**config.mk**
```make
export PLATFORM = sky130hd
export DESIGN_NAME = lz_norm_seq
export DESIGN_NICKNAME = d
export VERILOG_FILES = /design/src/rtl/lz_norm_seq.sv
export SDC_FILE = /design/constraint.sdc
export NUM_CORES = 1
export LEC_CHECK = 0
export BUFFER_PORTS_ARGS = -buffer_cell sky130_fd_sc_hd__buf_2
export CAP_MARGIN = 20
export CELL_PAD_IN_SITES_DETAIL_PLACEMENT = 1
export CELL_PAD_IN_SITES_GLOBAL_PLACEMENT = 2
export CORE_MARGIN = 2
export CORE_UTILIZATION = 37
export CTS_BUF_LIST = sky130_fd_sc_hd__clkbuf_4
export DETAILED_ROUTE_END_ITERATION = 8
export PLACE_DENSITY_LB_ADDON = 0.1
export SLEW_MARGIN = 20
export SYNTH_ARGS = -nofsm -noshare
export SYNTH_HDL_FRONTEND = slang
export SYNTH_SLANG_ARGS = --single-unit
```
**constraint.sdc**
```tcl
create_clock -name clk -period 4.7 [get_ports clk]
set_input_delay 0.94 -clock clk [delete_from_list [all_inputs] [get_ports clk]]
set_output_delay 0.94 -clock clk [all_outputs]
set_load 0.1 [all_outputs]
```
**src/rtl/lz_norm_seq.sv**
```systemverilog
// Multi-cycle leading-zero normalizer for wide mantissas.
// One 32-bit LZ counter is reused across chunks, MSB chunk first.
module lz_norm_seq #(
  parameter int WIDTH = 64,
  parameter int CNT_W = $clog2(WIDTH + 1)
) (
  input  logic             clk,
  input  logic             rst_n,
  input  logic             in_valid,
  output logic             in_ready,
  input  logic [WIDTH-1:0] in_data,
  output logic             out_valid,
  input  logic             out_ready,
  output logic [WIDTH-1:0] out_data,
  output logic [CNT_W-1:0] out_lz,
  output logic             out_zero
);

  localparam int NCH = WIDTH / 32;
  localparam int KW  = (NCH > 1) ? $clog2(NCH) : 1;

  typedef enum logic [1:0] {
    IDLE,
    SCAN,
    SHIFT,
    DONE
  } state_t;

  state_t           state_q, state_d;
  logic [WIDTH-1:0] data_q, data_d;
  logic [KW-1:0]    k_q, k_d;
  logic [CNT_W-1:0] acc_q, acc_d;
  logic [WIDTH-1:0] odata_q, odata_d;
  logic [CNT_W-1:0] olz_q, olz_d;
  logic             ozero_q, ozero_d;

  logic [WIDTH-1:0] shifted;
  logic [31:0]      chunk;
  logic             chunk_nz;

  // Count is meaningless for an all-zero input; callers gate on chunk_nz.
  function automatic logic [4:0] lzc32(input logic [31:0] v);
    logic [4:0] n;
    logic       hit;
    n   = '0;
    hit = 1'b0;
    for (int i = 31; i >= 0; i--) begin
      if (!hit && v[i]) begin
        n   = 5'(31 - i);
        hit = 1'b1;
      end
    end
    return n;
  endfunction

  assign shifted  = data_q << {k_q, 5'b0};
  assign chunk    = shifted[WIDTH-1 -: 32];
  assign chunk_nz = |chunk;

  assign in_ready  = rst_n && (state_q == IDLE);
  assign out_valid = (state_q == DONE);
  assign out_data  = odata_q;
  assign out_lz    = olz_q;
  assign out_zero  = ozero_q;

  always_comb begin
    state_d = state_q;
    data_d  = data_q;
    k_d     = k_q;
    acc_d   = acc_q;
    odata_d = odata_q;
    olz_d   = olz_q;
    ozero_d = ozero_q;
    unique case (state_q)
      IDLE: begin
        if (in_valid) begin
          data_d  = in_data;
          k_d     = '0;
          acc_d   = '0;
          state_d = SCAN;
        end
      end
      SCAN: begin
        if (chunk_nz) begin
          acc_d   = acc_q + CNT_W'(lzc32(chunk));
          state_d = SHIFT;
        end else begin
          acc_d = acc_q + CNT_W'(32);
          k_d   = k_q + 1'b1;
          if (k_q == KW'(NCH - 1)) begin
            odata_d = '0;
            olz_d   = acc_q + CNT_W'(32);
            ozero_d = 1'b1;
            state_d = DONE;
          end
        end
      end
      SHIFT: begin
        odata_d = data_q << acc_q;
        olz_d   = acc_q;
        ozero_d = 1'b0;
        state_d = DONE;
      end
      DONE: begin
        if (out_ready) state_d = IDLE;
      end
      default: state_d = IDLE;
    endcase
  end

  always_ff @(posedge clk) begin
    if (!rst_n) begin
      state_q <= IDLE;
      data_q  <= '0;
      k_q     <= '0;
      acc_q   <= '0;
      odata_q <= '0;
      olz_q   <= '0;
      ozero_q <= 1'b0;
    end else begin
      state_q <= state_d;
      data_q  <= data_d;
      k_q     <= k_d;
      acc_q   <= acc_d;
      odata_q <= odata_d;
      olz_q   <= olz_d;
      ozero_q <= ozero_d;
    end
  end

endmodule
```
[After elaboration in Yosys (flattened, before gate mapping)]
Cells that the tools add are included.
Word-level totals
  memory bits (writable): 0
  output and inout bits: 74
  memories kept: 0
  bits in latches: 0
  input port bits: 68
  bits in read-only memories: 0
  bits in registers: 146
Operators by class
  add/sub/neg operators: 3
  equal/unequal tests: 8
  $lt $le $gt $ge: 0
  muxes and demuxes: 146
  reduce and logical (&&, ||, !) cells: 72
  $mul: 0
  div/mod/pow operators: 0
  shift operators: 2
  bitwise operators: 0
Operator list (number)
  two-way mux 5 bit: 32
  two-way mux 64 bit: 2
  case mux 64 bit (2 select lines): 1
  two-way mux 1 bit: 98
  << shifter 64 x 6 -> 64 bit: 1
  << shifter 64 x 7 -> 64 bit: 1
  logical AND 1 bit: 32
  OR reduction 32 bit: 1
  zero test 1 bit: 31
  two-way mux 7 bit: 4
  case mux 7 bit (2 select lines): 2
  AND reduction 3 bit: 3
  two-way mux 2 bit: 4
  case mux 2 bit (4 select lines): 1
  adder 7 x 5 -> 7 bit: 1
  adder 7 x 6 -> 7 bit, second input constant: 1
  inequality test 2 bit, second input constant: 3
  == test 2 bit, second input constant: 2
  case mux 1 bit (2 select lines): 2
  AND reduction 2 bit: 2
  nonzero test 2 bit: 2
  inequality test 3 bit, second input constant: 1
  == test 2 x 1 -> 1 bit, second input constant: 1
  zero test 2 bit: 1
  2 further kinds: 2

[Logic depth before layout (Yosys ltp)]
  depth in word-level cells: 162
  gate-level depth with buffers: 17
  mapped depth without buffers: 14

[Worst setup path before layout]
Ideal clock, no wire load.
  path type: reg2reg
  from: reg k_q
  to: reg acc_q[6]
  stages on the path, launching flop included: 16
  period minus slack after synthesis: 3.515 ns
  arrival time: 3.380 ns
  data required time: 4.565 ns
  setup time: 0.135 ns
  buffers on the path: 2
  slack: 1.185 ns
  cells stage by stage: dfxtp_1 -> buf_6 -> nor3_1 -> o22ai_2 -> nor4_4 -> buf_2 -> nand2_1 -> o32a_1 -> ha_1 -> fa_1 -> a21o_1 -> a21oi_1 -> nor2b_1 -> a211oi_1 -> or3_1 -> a31oi_1
Between the ends
  word-level cells in the longest chain between the ends: 162
  elaborated cells on any way between the ends: 193
RTL lines
  start: declaration: line 31  | logic [KW-1:0] k_q, k_d;
  start signal: assignment: line 123  | k_q <= k_d;
  << shifter 64 x 6 -> 64 bit (*): line 56  | assign shifted = data_q << {k_q, 5'b0};
  two-way mux 1 bit: line 48  | if (!hit && v[i]) begin
  two-way mux 1 bit: line 84  | if (chunk_nz) begin
  two-way mux 1 bit: line 74  | unique case (state_q)
  zero test 1 bit: line 48
  logical AND 1 bit: line 48
  two-way mux 1 bit: line 48
  two-way mux 1 bit: line 84
  (+146 left out)
  zero test 1 bit: line 48
  logical AND 1 bit: line 48
  two-way mux 5 bit: line 48
  two-way mux 5 bit: line 84
  two-way mux 5 bit: line 74
  adder 7 x 5 -> 7 bit: line 85  | acc_d = acc_q + CNT_W'(lzc32(chunk));
  two-way mux 7 bit (*): line 84
  case mux 7 bit (2 select lines) (*): line 74
  end signal: assignment: line 116  | acc_q <= '0;
  end signal: assignment: line 124  | acc_q <= acc_d;
  end: declaration: line 32  | logic [CNT_W-1:0] acc_q, acc_d;
Mark *: on every way between the ends. The rest lies on a longest branch, timed or not. The select of a mux whose other input is x is not followed.
A chain may end at the register's enable or synchronous reset.

[Worst setup path in the final report]
Same ends and word-level chain as after synthesis.

==> flow_metrics.env <==
export IMPL_synth_area_um2=10400
export IMPL_die_x_um=171
export IMPL_post_route_period_util_pct=83.3
export IMPL_start_util_pct=37.4
export IMPL_cts_resized=0
export IMPL_cts_hold_buf=0
export IMPL_area_growth_pct=11.7
export IMPL_drt_iter0_markers=843
export IMPL_viasPerCell=5.88
export IMPL_path_buf_inv=1
export IMPL_synth_warnings=0
export IMPL_synth_top_cells_by_area="dfxtp_1 (28%), mux4_2 (16%), a21oi_1 (7.2%), nand2_1 (7.2%), mux2i_1 (6.2%)"
export IMPL_placed_area_um2=11300
export IMPL_clockBufferDepth=2
export IMPL_clk_latency_ns=0.61
export IMPL_synth_main_ff_cell="dfxtp_1"
export IMPL_cp_slowest_cell="dfxtp_1"
export IMPL_design_area_um2=11600
export IMPL_grt_pass1_wl_um=59300
export IMPL_crit_start="k_q$_SDFFE_PN0P_"
export IMPL_n_fill_cell=3298
export IMPL_fp_dieArea_um2=29400
export IMPL_h_tree_depth=4
export IMPL_cts_buffers=17
export IMPL_synth_most_common_cell="nand2_1"
export IMPL_place_congestion=0.919
export IMPL_seq_area_um2=2930
export IMPL_portBuffers=141
export IMPL_dieHeight_um=171
export IMPL_ys_seq_elements=146
export IMPL_ios=142
export IMPL_start_kind="flip-flop"
export IMPL_wl_met1_um=17800
export IMPL_cp_max_fo=45
export IMPL_drive_gt1_share_pct=28.0
export IMPL_synth_edf_count=0
export IMPL_post_drt_wl_per_cell_um=23.7
export IMPL_seq_area_frac_synth_pct=28.2
export IMPL_cts_num_sinks=146
export IMPL_finalClockSkew_ns=0.0395
export IMPL_worstHoldStart="out_data[5]$_SDFFE_PN0P_"
export IMPL_core_um2=27700
export IMPL_post_dp_hpwl_um=29900
export IMPL_synthArstFlopShare_pct=0
export IMPL_p_leak_nw=4.30
export IMPL_cp_top_family="compound AO/OA/AOI/OAI gates"
export IMPL_final_nets=1351
export IMPL_outcome="complete, no violations"
export IMPL_yosysTopAreaCellShare_pct=28.2
export IMPL_grt_pass1_vias=9414
export IMPL_route_detailed_drc=0
export IMPL_path_cells="buf_12 > nor3b_1 > o22ai_1 > nor4_4 > nand2_1 > o32a_1 > ha_1 > fa_1 > a21o_1 > a21oi_1 > nor2b_1 > a211oi_1 > o211ai_1 > a31oi_1"
export IMPL_track_usage_pct=27.0
export IMPL_power_density_nw_per_um2=589
export IMPL_grt_max_degree=65
export IMPL_synth_nets=1267
export IMPL_cp_arrival_ns=4.42
export IMPL_netlist_top_cells_count="nand2_1 (200), a21oi_1 (150), dfxtp_1 (146)"
export IMPL_drv_slew=0
export IMPL_rsz0062_at_grt="no"
export IMPL_cts_tree="built"
export IMPL_max_freq_mhz=255
export IMPL_row_count=61
export IMPL_slew_headroom_pct=40.3
export IMPL_syn_inst=1188
export IMPL_finalSetupViolCount=0
export IMPL_drt_pass1_iter_count=5
export IMPL_ir_drop_v=0.000219
export IMPL_yosys_area_top_type="dfxtp_1"
export IMPL_worst_pin_slew_ns=0.895
export IMPL_drv_cap=0
export IMPL_met2_length_um=18100
export IMPL_final_setup_tns_ns=0
export IMPL_synth_cell_types=73
export IMPL_setup_worst_path_class="reg -> reg"
export IMPL_cpPeakStageDelay_ns=0.49
export IMPL_antenna_found_initial=1
export IMPL_grt_overflow=0
export IMPL_num_vias=9780
export IMPL_highest_signal_layer="met4"
export IMPL_postCtsSetupRepairBufs=0
export IMPL_hold_viol=0
export IMPL_worstHoldPathType="reg -> reg"
export IMPL_clkTransAtPathRegs_ns=0.16
export IMPL_synth_area_per_cell_um2=8.72
export IMPL_timing_rr_start="k_q$_SDFFE_PN0P_"
export IMPL_multiInputGateArea_um2=6810
export IMPL_root_buffer="clkbuf_4"
export IMPL_total_power_mw=6.82
export IMPL_finalCriticalPeriod_ns=3.92
export IMPL_worstSetupEndpointType="flip-flop"
export IMPL_cp_required_ns=5.20
export IMPL_wl_met3_um=2360
export IMPL_drtAntennaViolNets=0
export IMPL_wirelength_um=39400
## final timing paths
kind	end	slack, ns	depth (start not counted)
setup reg to reg	acc_q[6]$_SDFFE_PN0P_	0.78	14
setup / recovery	acc_q[6]$_SDFFE_PN0P_	0.78	14
hold / removal	out_data[5]$_SDFFE_PN0P_	0.46	2
hold reg to reg	out_data[5]$_SDFFE_PN0P_	0.46	2
## where the power goes
group / switching [mW] / internal [mW] / total, mW / leakage (nW)
Combinational: 2.69 / 1.32 / 4.00 / 2.95
Clock: 0.597 / 0.292 / 0.888 / 0.160
Sequential: 0.457 / 1.47 / 1.93 / 1.19
## placed cells by master (no fill, tap or decap), types with 42 or more instances in the layout
cell type / instances
a21oi_1: 150
buf_2: 141
dfxtp_1: 143
mux2_2: 42
mux2i_1: 64
mux4_2: 73
nand2_1: 199
nor2_1: 55
o21ai_0: 46
## tightest hold or removal path: stages, from the launching register on
cell	delay (ns)
dfxtp_1	0.34
nand2_1	0.05
a21oi_1	0.05
## per-stage QoR
stage	hold WS, ns	util (%)	std cells	setup WS, ns
5_1_grt	0.474	41.8	1664	0.434
3_3_place_gp	0.436	40.7	1631	0.992
3_5_place_dp	0.442	40.7	1631	0.853
6_report	0.457	41.8	1664	0.785
4_1_cts	0.461	41.7	1663	0.767
2_1_floorplan	0.459	-	1188	1.19
## registers in the layout (all words and copies together), names as in the netlist
register  count
data_q       64
out_data     64
acc_q         7
out_lz        7
state_q       2
k_q           1
out_zero      1
## kinds of logic (layout without fill, tap and decap cells)
group / count (synthesis) / in the layout / share of synthesized area (%)
buf+inv: 137 / 234 / 6.27
other cells: 0 / 1 / 0
xor+xnor: 5 / 5 / 0.422
flops: 146 / 146 / 28.2
compound gates: 326 / 326 / 19.3
simple gates: 384 / 384 / 17.8
fa+ha+maj: 11 / 11 / 1.40
mux: 179 / 179 / 26.6
## layer usage
metal	track usage, %	vias to the layer above
met2	43.3	361
met1	37.4	4810
met4	8.51	0
met3	3.98	50
met5	0	-
li1	-	4559
## layout make-up
cell class,count,share of cell area (%)
Inverter,31,1.02
Timing Repair Buffer,171,8.15
Clock buffer,17,1.10
Sequential cell,146,25.3
Tap cell,378,4.09
Clock inverter,15,1.45
Multi-Input combinational cell,905,58.9
Antenna cell,1,0.0216
No activity file was read; power rests on OpenSTA's default activity.
